<file path="config.mk">
export PLATFORM = sky130hd
export DESIGN_NAME = cache_ctrl_wt_assoc
export DESIGN_NICKNAME = d
export VERILOG_FILES = /design/src/rtl/cache_ctrl_wt_assoc_pkg.sv /design/src/rtl/cache_ctrl_wt_assoc_tag_store.sv /design/src/rtl/cache_ctrl_wt_assoc.sv
export SDC_FILE = /design/constraint.sdc
export NUM_CORES = 1
export LEC_CHECK = 0
export CORE_MARGIN = 2
export CORE_UTILIZATION = 40
export CTS_CLUSTER_DIAMETER = 60
export CTS_CLUSTER_SIZE = 16
export DETAILED_ROUTE_END_ITERATION = 8
export PLACE_DENSITY = 0.68
export SLEW_MARGIN = 20
export SYNTH_ARGS = -nofsm -noshare
export SYNTH_HDL_FRONTEND = slang
export SYNTH_SLANG_ARGS = --single-unit
</file>
<file path="constraint.sdc">
create_clock -name clk -period 6.45 [get_ports clk]
set_clock_uncertainty 0.1 [all_clocks]
set_input_delay 1.935 -clock clk [delete_from_list [all_inputs] [get_ports clk]]
set_output_delay 1.935 -clock clk [all_outputs]
set_load 0.05 [all_outputs]
</file>
<file path="src/rtl/cache_ctrl_wt_assoc_pkg.sv">
// -----------------------------------------------------------------------------
// cache_pkg
// Shared types and width helpers for the write-through cache controller
// (cache_ctrl_wt_assoc) and its tag store (cache_tag_store).
//   state_t    : controller FSM states
//   tag_width  : tag bits left over after index and offset
//   way_width  : width of a way-select field (at least 1 bit)
// -----------------------------------------------------------------------------
package cache_pkg;

  typedef enum logic [1:0] {
    IDLE    = 2'd0,
    RD_MISS = 2'd1,
    WR_THRU = 2'd2
  } state_t;

  function automatic int tag_width(input int addr_w, input int index_w, input int offset_w);
    return addr_w - index_w - offset_w;
  endfunction

  // A direct-mapped cache still carries a 1-bit way field so port widths never collapse to 0.
  function automatic int way_width(input int ways);
    return (ways > 1) ? $clog2(ways) : 1;
  endfunction

endpackage

</file>
<file path="src/rtl/cache_ctrl_wt_assoc_tag_store.sv">
// -----------------------------------------------------------------------------
// cache_tag_store
// Tag / valid / LRU state for a 1- or 2-way set-associative cache.
// Ports:
//   clk, reset_n        clock, async active-low reset (clears everything)
//   lk_index, lk_tag    combinational lookup address
//   lk_hit, lk_hit_way  hit flag and hitting way (lowest way wins)
//   lk_victim_way       first invalid way of the set, else the LRU way
//   up_alloc            write up_tag into (up_index, up_way) and set valid
//   up_touch            mark up_way most recently used in set up_index
//   flush               clear every valid bit
// -----------------------------------------------------------------------------
module cache_tag_store
  import cache_pkg::*;
#(
  parameter int INDEX_W = 5,
  parameter int TAG_W   = 3,
  parameter int WAYS    = 1,
  parameter int WAY_W   = 1
) (
  input  logic               clk,
  input  logic               reset_n,
  input  logic [INDEX_W-1:0] lk_index,
  input  logic [TAG_W-1:0]   lk_tag,
  output logic               lk_hit,
  output logic [WAY_W-1:0]   lk_hit_way,
  output logic [WAY_W-1:0]   lk_victim_way,
  input  logic               up_alloc,
  input  logic               up_touch,
  input  logic [INDEX_W-1:0] up_index,
  input  logic [WAY_W-1:0]   up_way,
  input  logic [TAG_W-1:0]   up_tag,
  input  logic               flush
);

  localparam int SETS = 1 << INDEX_W;

  logic [WAYS-1:0]  valid_q [SETS];
  logic [TAG_W-1:0] tag_q   [SETS][WAYS];
  logic [WAY_W-1:0] lru_q   [SETS];   // way to evict next in each set

  // Walk ways from the top down so the lowest matching way is the one left standing.
  always_comb begin
    // NOTE: every output gets a value before any branch so no latch is inferred.
    lk_hit     = 1'b0;
    lk_hit_way = '0;
    for (int w = WAYS - 1; w >= 0; w--) begin
      if (valid_q[lk_index][w] && (tag_q[lk_index][w] == lk_tag)) begin
        lk_hit     = 1'b1;
        lk_hit_way = WAY_W'(w);
      end
    end
  end

  always_comb begin
    lk_victim_way = (WAYS == 2) ? lru_q[lk_index] : '0;
    for (int w = WAYS - 1; w >= 0; w--) begin
      if (!valid_q[lk_index][w]) lk_victim_way = WAY_W'(w);
    end
  end

  // NOTE: these arrays are flops, not RAM, so they take the async reset; valid
  // must read 0 the moment reset_n drops, and tags/LRU are cleared with it so
  // the state is fully defined.
  always_ff @(posedge clk or negedge reset_n) begin
    if (!reset_n) begin
      for (int s = 0; s < SETS; s++) begin
        valid_q[s] <= '0;
        lru_q[s]   <= '0;
        for (int w = 0; w < WAYS; w++) tag_q[s][w] <= '0;
      end
    end else begin
      // NOTE: state is updated with non-blocking assignments so every flop
      // samples pre-edge values regardless of statement order.
      if (flush) begin
        for (int s = 0; s < SETS; s++) valid_q[s] <= '0;
      end
      if (up_alloc) begin
        tag_q[up_index][up_way]   <= up_tag;
        valid_q[up_index][up_way] <= 1'b1;
      end
      if (up_touch) begin
        lru_q[up_index] <= (WAYS == 2) ? ~up_way : '0;
      end
    end
  end

endmodule

</file>
<file path="src/rtl/cache_ctrl_wt_assoc.sv">
// -----------------------------------------------------------------------------
// cache_ctrl_wt_assoc
// Write-through, no-write-allocate cache controller (tag/valid/LRU only) for
// the single-cycle core. 1- or 2-way set associative, per-set LRU.
// Ports:
//   clk, reset_n            clock, async active-low reset
//   mem_read, mem_write     core load/store request (held while stall=1)
//   word_addr               {tag, index, offset}
//   flush                   invalidate all lines (only when no request)
//   mem_ready               main memory completes the current request
//   stall, miss             core freeze / access-misses indication
//   fill, fill_way          strobe: write memory block into data array way
//   wr_hit, hit_way         strobe: store hit update / way that hit
//   mem_rd_req, mem_wr_req  block read / write-through request to memory
// Optional feature, macro CACHE_STATS_EN: adds clr_stats and saturating
// 32-bit counters rd_hit_cnt, rd_miss_cnt, wr_cnt.
// -----------------------------------------------------------------------------
module cache_ctrl_wt_assoc
  import cache_pkg::*;
#(
  parameter int ADDR_W   = 10,
  parameter int OFFSET_W = 2,
  parameter int INDEX_W  = 5,
  parameter int WAYS     = 1
) (
  input  logic                        clk,
  input  logic                        reset_n,
  input  logic                        mem_read,
  input  logic                        mem_write,
  input  logic [ADDR_W-1:0]           word_addr,
  input  logic                        flush,
  input  logic                        mem_ready,
  output logic                        stall,
  output logic                        miss,
  output logic                        fill,
  output logic                        wr_hit,
  output logic [way_width(WAYS)-1:0]  hit_way,
  output logic [way_width(WAYS)-1:0]  fill_way,
  output logic                        mem_rd_req,
  output logic                        mem_wr_req
`ifdef CACHE_STATS_EN
  ,
  input  logic                        clr_stats,
  output logic [31:0]                 rd_hit_cnt,
  output logic [31:0]                 rd_miss_cnt,
  output logic [31:0]                 wr_cnt
`endif
);

  localparam int TAG_W = tag_width(ADDR_W, INDEX_W, OFFSET_W);
  localparam int WAY_W = way_width(WAYS);

  if ((WAYS != 1) && (WAYS != 2)) begin : g_bad_ways
    $error("cache_ctrl_wt_assoc: WAYS must be 1 or 2");
  end

  logic [INDEX_W-1:0]  index;
  logic [TAG_W-1:0]    tag;
  logic [OFFSET_W-1:0] offset_unused;   // word select belongs to the data array
  assign index         = word_addr[OFFSET_W +: INDEX_W];
  assign tag           = word_addr[ADDR_W-1 -: TAG_W];
  assign offset_unused = word_addr[OFFSET_W-1:0];

  state_t           state_q, state_d;
  logic             lk_hit;
  logic [WAY_W-1:0] lk_hit_way, lk_victim_way;
  logic             up_alloc, up_touch, flush_clr;
  logic [WAY_W-1:0] up_way;

  cache_tag_store #(
    .INDEX_W (INDEX_W),
    .TAG_W   (TAG_W),
    .WAYS    (WAYS),
    .WAY_W   (WAY_W)
  ) u_tag_store (
    .clk           (clk),
    .reset_n       (reset_n),
    .lk_index      (index),
    .lk_tag        (tag),
    .lk_hit        (lk_hit),
    .lk_hit_way    (lk_hit_way),
    .lk_victim_way (lk_victim_way),
    .up_alloc      (up_alloc),
    .up_touch      (up_touch),
    .up_index      (index),
    .up_way        (up_way),
    .up_tag        (tag),
    .flush         (flush_clr)
  );

  always_ff @(posedge clk or negedge reset_n) begin
    if (!reset_n) state_q <= IDLE;
    else          state_q <= state_d;
  end

  // Outputs are gated by reset_n so memory requests drop the instant reset
  // asserts, even while the core is still holding its request.
  always_comb begin
    state_d    = state_q;
    stall      = 1'b0;
    miss       = 1'b0;
    fill       = 1'b0;
    wr_hit     = 1'b0;
    hit_way    = '0;
    fill_way   = '0;
    mem_rd_req = 1'b0;
    mem_wr_req = 1'b0;
    up_alloc   = 1'b0;
    up_touch   = 1'b0;
    up_way     = lk_hit_way;
    flush_clr  = 1'b0;
    if (reset_n) begin
      unique case (state_q)
        IDLE: begin
          if (mem_write) begin
            stall      = 1'b1;
            mem_wr_req = 1'b1;
            miss       = !lk_hit;
            if (lk_hit) hit_way = lk_hit_way;
            state_d    = WR_THRU;
          end else if (mem_read) begin
            if (lk_hit) begin
              hit_way  = lk_hit_way;
              up_touch = 1'b1;
            end else begin
              miss       = 1'b1;
              stall      = 1'b1;
              mem_rd_req = 1'b1;
              state_d    = RD_MISS;
            end
          end else begin
            // A flush arriving with a request waits until the request is done.
            flush_clr = flush;
          end
        end
        RD_MISS: begin
          mem_rd_req = 1'b1;
          miss       = 1'b1;
          stall      = !mem_ready;
          if (mem_ready) begin
            fill     = 1'b1;
            fill_way = lk_victim_way;
            up_way   = lk_victim_way;
            up_alloc = 1'b1;
            up_touch = 1'b1;
            state_d  = IDLE;
          end
        end
        WR_THRU: begin
          mem_wr_req = 1'b1;
          miss       = !lk_hit;
          stall      = !mem_ready;
          if (lk_hit) hit_way = lk_hit_way;
          if (mem_ready) begin
            wr_hit   = lk_hit;   // no-write-allocate: a store miss leaves tags untouched
            up_touch = lk_hit;
            state_d  = IDLE;
          end
        end
        default: state_d = IDLE;
      endcase
    end
  end

`ifdef CACHE_STATS_EN
  logic rd_hit_ev, rd_miss_ev, wr_ev;
  assign rd_hit_ev  = (state_q == IDLE) && mem_read && !mem_write && lk_hit;
  assign rd_miss_ev = (state_q == IDLE) && (state_d == RD_MISS);
  assign wr_ev      = (state_q == WR_THRU) && mem_ready;

  function automatic logic [31:0] sat_inc(input logic [31:0] v, input logic ev);
    return (ev && (v != '1)) ? v + 32'd1 : v;
  endfunction

  always_ff @(posedge clk or negedge reset_n) begin
    if (!reset_n) begin
      rd_hit_cnt  <= '0;
      rd_miss_cnt <= '0;
      wr_cnt      <= '0;
    end else if (clr_stats) begin
      rd_hit_cnt  <= '0;
      rd_miss_cnt <= '0;
      wr_cnt      <= '0;
    end else begin
      rd_hit_cnt  <= sat_inc(rd_hit_cnt, rd_hit_ev);
      rd_miss_cnt <= sat_inc(rd_miss_cnt, rd_miss_ev);
      wr_cnt      <= sat_inc(wr_cnt, wr_ev);
    end
  end
`endif

endmodule
</file>
== After elaboration in Yosys (flattened, before gate mapping) ==
Index checks and enable logic that the tools add are counted.

* Input bits: 16
* Output and inout port bits: 8
* Word-level logic and storage cells: 125
* Register bits: 130

* Equality and inequality tests: 6
* Bitwise operators: 2
* Order comparisons: 2
* Multiplexer cells: 43
* Reductions and logical operators: 7

{| class="wikitable"
|+ Operators by type and width
! cell !! number
|-
| 96-bit bitwise mux || 1
|-
| 32-bit 2-to-1 mux || 2
|-
| 32-bit OR || 1
|-
| 1-bit 2-to-1 mux || 24
|-
| 3-bit binary-select mux with 5-bit select || 1
|-
| 3-bit demux with 5-bit select || 1
|-
| 3-bit 2-to-1 mux || 3
|-
| 2-bit 2-to-1 mux || 4
|-
| 6-bit >= comparator, second input constant || 1
|-
| 6-bit by 1-bit < comparator with 1-bit output, second input constant || 1
|-
| 3-bit != test, second input constant || 2
|-
| 5-bit inverter with 6-bit output || 1
|-
| 1-bit one-hot mux with 2 select lines || 3
|-
| 1-bit binary-select mux with 5-bit select || 1
|-
| 1-bit demux with 5-bit select || 1
|-
| 2-bit one-hot mux with 2 select lines || 1
|-
| 4-bit AND reduction || 1
|-
| 3-bit == test || 1
|-
| 1-bit one-hot mux with 3 select lines || 1
|-
| 2-bit by 1-bit == test with 1-bit output, second input constant || 1
|-
| 2-bit == test, second input constant || 1
|-
| 1-bit logical AND || 2
|-
| 1-bit zero test || 2
|-
| 2-bit zero test || 1
|-
| other kinds (2) || 2
|}

== Depth between registers and ports, before layout ==
* Depth in word-level cells: 12
* Depth in mapped cells: 10
* Depth with buffers taken out: 7

== Modules after synthesis ==
Synthesis repeated with hierarchy kept, for this count alone.

* Cell total of the unflattened synthesis: 503
* Area total of the unflattened synthesis: 6,373.6 µm²

{| class="wikitable"
|+ By module, submodules not included
! module !! area each (µm²) !! sequential area each (µm²) !! times used !! cells an instance
|-
| cache_tag_store || 6,052.1 || 3,203.1 || 1 || 462
|-
| cache_ctrl_wt_assoc || 321.6 || 50.0 || 1 || 41
|}

== Least setup slack after synthesis ==
OpenSTA, ideal clock, no wires.

* Path type: input-to-output
* Start: in word_addr[2]
* End: out miss
* Required time: 4.415 ns
* Buffers on the path: 1
* Stages: 6
* Setup slack: 0.322 ns
* Data arrival time: 4.093 ns
* Path through: buf_6 mux4_1 a22o_1 nor4_2 nor4_4 a21oi_1

* Longest elaborated chain between the ends: 12
* Elaborated cells between the ends (all ways): 16
* Those cells by class: eq/ne: 1; mux: 12; bitwise: 1; reduce/logical: 2

{| class="wikitable"
|+ RTL lines
! element !! RTL line !! text
|-
| start, declared || cache_ctrl_wt_assoc.sv:30 || <nowiki>input logic [ADDR_W-1:0] word_addr,</nowiki>
|-
| 5-bit inverter with 6-bit output (implied by the code) (*) || cache_ctrl_wt_assoc_tag_store.sv:48 || <nowiki>if (valid_q[lk_index][w] && (tag_q[lk_index][w] == lk_tag)) begin</nowiki>
|-
| 3-bit binary-select mux with 5-bit select || cache_ctrl_wt_assoc_tag_store.sv:48 ||
|-
| 3-bit 2-to-1 mux (implied by the code) (2 in a row) || cache_ctrl_wt_assoc_tag_store.sv:48 ||
|-
| 3-bit == test || cache_ctrl_wt_assoc_tag_store.sv:48 ||
|-
| 1-bit logical AND (*) || cache_ctrl_wt_assoc_tag_store.sv:48 ||
|-
| 1-bit 2-to-1 mux (*) || cache_ctrl_wt_assoc_tag_store.sv:48 ||
|-
| 1-bit 2-to-1 mux || cache_ctrl_wt_assoc.sv:122 || <nowiki>if (lk_hit) begin</nowiki>
|-
| 1-bit 2-to-1 mux || cache_ctrl_wt_assoc.sv:121 || <nowiki>end else if (mem_read) begin</nowiki>
|-
| 1-bit 2-to-1 mux || cache_ctrl_wt_assoc.sv:115 || <nowiki>if (mem_write) begin</nowiki>
|-
| 1-bit one-hot mux with 3 select lines (*) || cache_ctrl_wt_assoc.sv:113 || <nowiki>unique case (state_q)</nowiki>
|-
| 1-bit 2-to-1 mux (*) || cache_ctrl_wt_assoc.sv:112 || <nowiki>if (reset_n) begin</nowiki>
|-
| end, declared || cache_ctrl_wt_assoc.sv:34 || <nowiki>output logic miss,</nowiki>
|}

Every way passes the cells marked *; elsewhere a longest branch is shown, timed or not. The select of a mux whose other input is x is not followed.

== Worst setup path in the final report ==
* Start: in word_addr[6]
* End: out miss

Same word-level chain as after synthesis.

==> metrics list <==
- Slowest-stage cell, CP: or4b_4
- VDD sags by at most 0.0001518 V.
- HPWL Detailed: 10,540 um
* GRT Util Overall: 18.91%
* Endpoint of the most critical register-to-register path: u_tag_store.tag_q[92]
* H-Tree Depth: 4
* Total I/O pin count: 24
- The worst hold path terminates at u_tag_store.valid_q[18].
- Across the run, the number of max-cap violations was 0.
- In the final routed layout, each cell accounts on average for 19.63 um.
- The first global-routing pass estimated 25,280 um of wire.
- The signal on the critical path passes through dlygate4sd2_1 -> buf_12 -> buf_4 -> or4b_4 -> o22ai_1 -> nor2_1 -> nand3_1 -> xor2_1 -> nor4_4 -> buf_4 -> a21oi_1 -> buf_4.
- The repair_antennas step left the layout with diodes totalling 0.
- Share of flip-flops with an asynchronous set or reset: 100.0%
- Share of cells above drive strength 1: 35.71%
- Count of flip-flops with a built-in enable after synthesis: 0
- The via count of the first global-routing pass was 4,775.
* RSZ-0062 raised after global routing: no
* Routed Antenna Nets: 0
* Final estimated routing congestion in global placement: 0.8962
* Count of distinct cell types in the synthesized netlist: 47
- Timing analysis after detailed placement gives a worst setup slack of -0.1106 ns.
- The detailed router finished its first iteration with 373 violations.
- Number of hold violations in the final report: 0
- Relative to the synthesized area, the layout overhead comes to 21.69%.
* PnR Total Power: 2.153 mW
- Post-route core utilization: 49.72%
* Maximum number of pins on one net before global-route repair: 79
* Number of nets in the finished design: 597
- Share of the clock period used by the worst path: 98.19%
* Drt drc: 0
- Wire length reported by the detailed router: 15,790 um
* R2R cell count: 7
* Rows: 46
- For the pin with the worst max-slew slack, the measured transition is 0.9643 ns.
- For this run, the number of standard cells in the final layout without fillers is 804.
- Register-to-register setup slack: 3.57 ns
- Nature of the critical path startpoint: input port
- Post-DP Area: 7126 um2
- Insertion delay to the later sink of the worst-skew pair: 0.42 ns
- Pwr/cell area: 273.6 nW/um2
- Endpoint arrival time on the critical path: 4.30 ns
- Count of hold buffers inserted by post-cts repair: 0
- Leakage dissipation: 3.939 nW
- Max-slew violation total from the final report: 0
- Max Freq: 157.9 MHz
- WL met1: 6958 um
- The worst hold path begins at u_tag_store.valid_q[18].
- Number of instances in the synthesized netlist: 520
- Initial core utilization: 40.85%
- After detailed placement, the design holds a cell count of 767.
* Launching point of the worst reg2reg path: state_q[1]
- Global route overflow: 0
- The initial antenna violation count was 0.
- Depth of the worst hold-timing path: 1
* Worst-path clk slew: 0.05 ns
* Data required time at the worst endpoint: 4.41 ns
- For the finished layout, the period the worst path requires is 6.333 ns.
- Area of all placed cells without fillers: 7869 um2
* Topmost layer with routed signal wires: met4
- Clock tree from TritonCTS: built
* Status: complete, no violations
- Met2 wirelength from detailed routing: 7766 um
- Register area share after synthesis: 50.31%
* Chip height: 131.1 um
- Total of buffers placed on input and output ports: 19
* Detailed route wirelength on metal3: 700 um
- Main flop type after synthesis: dfrtp_1
- Synth Register Bits: 130
- Fill cells in the final layout number 1,345.
* Cell repeated most along the worst path: buf_4
* Type of the worst min-delay path: flip-flop to flip-flop
- The Yosys step of the flow raised 0 warnings.
- The tree built by TritonCTS fans out to 130 sinks.
* Clk root buf: clkbuf_16
- CP max stage delay: 0.57 ns
* Total Die Area: 17,200 um2
* Number of setup violations in the final report: 0
* Core Box Area: 15,830 um2
- TritonCTS created 17 clock buffers.
- The critical path is of the input port to output port type.
- Measured against its own limit, the worst slew margin works out to 35.71%.
- Mean instance size in the synthesized netlist: 12.44 um2
- Setup slack closes at 0.1168 ns.
- Number of vias after detailed routing: 4,463
- Post-synthesis instance area: 6466 um2
- Along the worst path, the maximum fanout reaches 13.
* Via count normalized by instance count: 5.551
- Kind of end point of the critical path: output port
- Measured along the x axis, the die boundary spans 131.1 um.
* Bufs on Longest Clock Path: 2
- Initial DRT Pass Iterations: 6
layout by cell type, fill, tap and decap left out, types with 7 or more instances in the layout:
cell type / count
clkdlybuf4s50_1: 9
nor2_1: 26
nand2_1: 47
a21o_1: 16
nor4_1: 8
o22ai_2: 11
buf_4: 46
clkbuf_16: 17
mux2i_1: 48
mux2_2: 91
nand3_1: 14
dfrtp_1: 130
buf_12: 8
clkinv_2: 7
logic make-up (layout without fill, tap and decap cells):
kind of cell	after synthesis	after routing	share of synthesized area, %
mux	152	152	27.23
simple gates	143	143	12.35
flops	130	130	50.31
compound gates	48	48	5.012
buf+inv	39	106	3.870
xor+xnor	3	3	0.4064
fa+ha+maj	4	4	0.7740
other cells	1	2	0.05799
registers in the layout, summed over array words and instances, names as in the netlist:
name and cells:
u_tag_store.tag_q 96, state_q 2, u_tag_store.valid_q 32
cell usage after synthesis, types with 3 or more instances:
master | n | area share, %
o22ai_1 | 19 | 1.8
buf_6 | 3 | 0.52
mux2_1 | 5 | 0.87
nand4b_1 | 6 | 0.81
clkbuf_1 | 15 | 0.87
buf_2 | 8 | 0.62
nand2b_1 | 3 | 0.29
dfrtp_1 | 130 | 50
or4b_1 | 4 | 0.62
mux4_2 | 3 | 1.0
mux2i_1 | 48 | 7.4
nor4_1 | 8 | 0.77
xor2_1 | 3 | 0.41
ha_1 | 4 | 0.77
a21o_1 | 16 | 1.9
nand2_1 | 47 | 2.7
nand3_1 | 14 | 1.1
or4bb_1 | 4 | 0.70
nor3_1 | 3 | 0.23
mux2_2 | 91 | 16
inv_1 | 4 | 0.23
mux4_1 | 5 | 2.0
buf_4 | 6 | 0.70
nor4_2 | 4 | 0.77
nand4_1 | 6 | 0.58
nor2b_1 | 6 | 0.58
nor2_1 | 26 | 1.5
buf_12 | 3 | 0.93
o21ai_1 | 3 | 0.23
report_power, final:
group          switching [mW]  leakage (nW)  total (mW)  internal [mW]
combinational           0.216          1.87       0.384          0.168
sequential             0.0424          1.80       0.934          0.891
clock                   0.324         0.262       0.835          0.511
how the worst max path moves through the flow:
stage,startpoint,slack (ns),to
after CTS,word_addr[3],0.03,miss
after global placement,word_addr[3],-0.09,mem_rd_req
final,word_addr[6],0.12,miss
after floorplan,word_addr[2],0.32,miss
after detailed placement,word_addr[3],-0.11,mem_rd_req
after global routing,word_addr[6],0.007,miss
stage by stage:
step	hold WS, ns	TNS (ns)
4_1_cts	0.3747	0
3_3_place_gp	0.3534	-0.3392
5_1_grt	0.3904	0
6_report	0.3736	0
3_5_place_dp	0.3621	-0.4120
2_1_floorplan	0.3389	0
per-layer routing:
layer / vias up / GRT usage, %
met5: - / 0
li1: 2008 / -
met1: 2297 / 24.31
met3: 31 / 3.819
met2: 127 / 30.99
met4: 0 / 8.454
critical path: cells and delay by family:
| kind | cells | cell delay [ns] |
|---|---|---|
| AND/OR/NAND/NOR | 4 | 1.07 |
| XOR/XNOR | 1 | 0.10 |
| buffers and inverters | 5 | 0.94 |
| AO/OA/AOI/OAI | 2 | 0.25 |
timing repair:
item	CTS	global route
pin swaps	3	8
hold endpoints to repair	0	0
endpoints found under the setup margin	4	4
cloned	1	0
setup buffers	6	0
gates resized for setup	17	18
area by class of cell:
cell class | count | area (um2) | area share [%]
Clock buffer | 23 | 478.0 | 6.074
Timing Repair Buffer | 72 | 704.4 | 8.952
Tap cell | 216 | 270.3 | 3.435
Multi-Input combinational cell | 352 | 3113 | 39.56
Inverter | 4 | 15.01 | 0.1908
Sequential cell | 130 | 3253 | 41.34
Clock inverter | 7 | 35.03 | 0.4452
(Power assumes the default switching activity.)
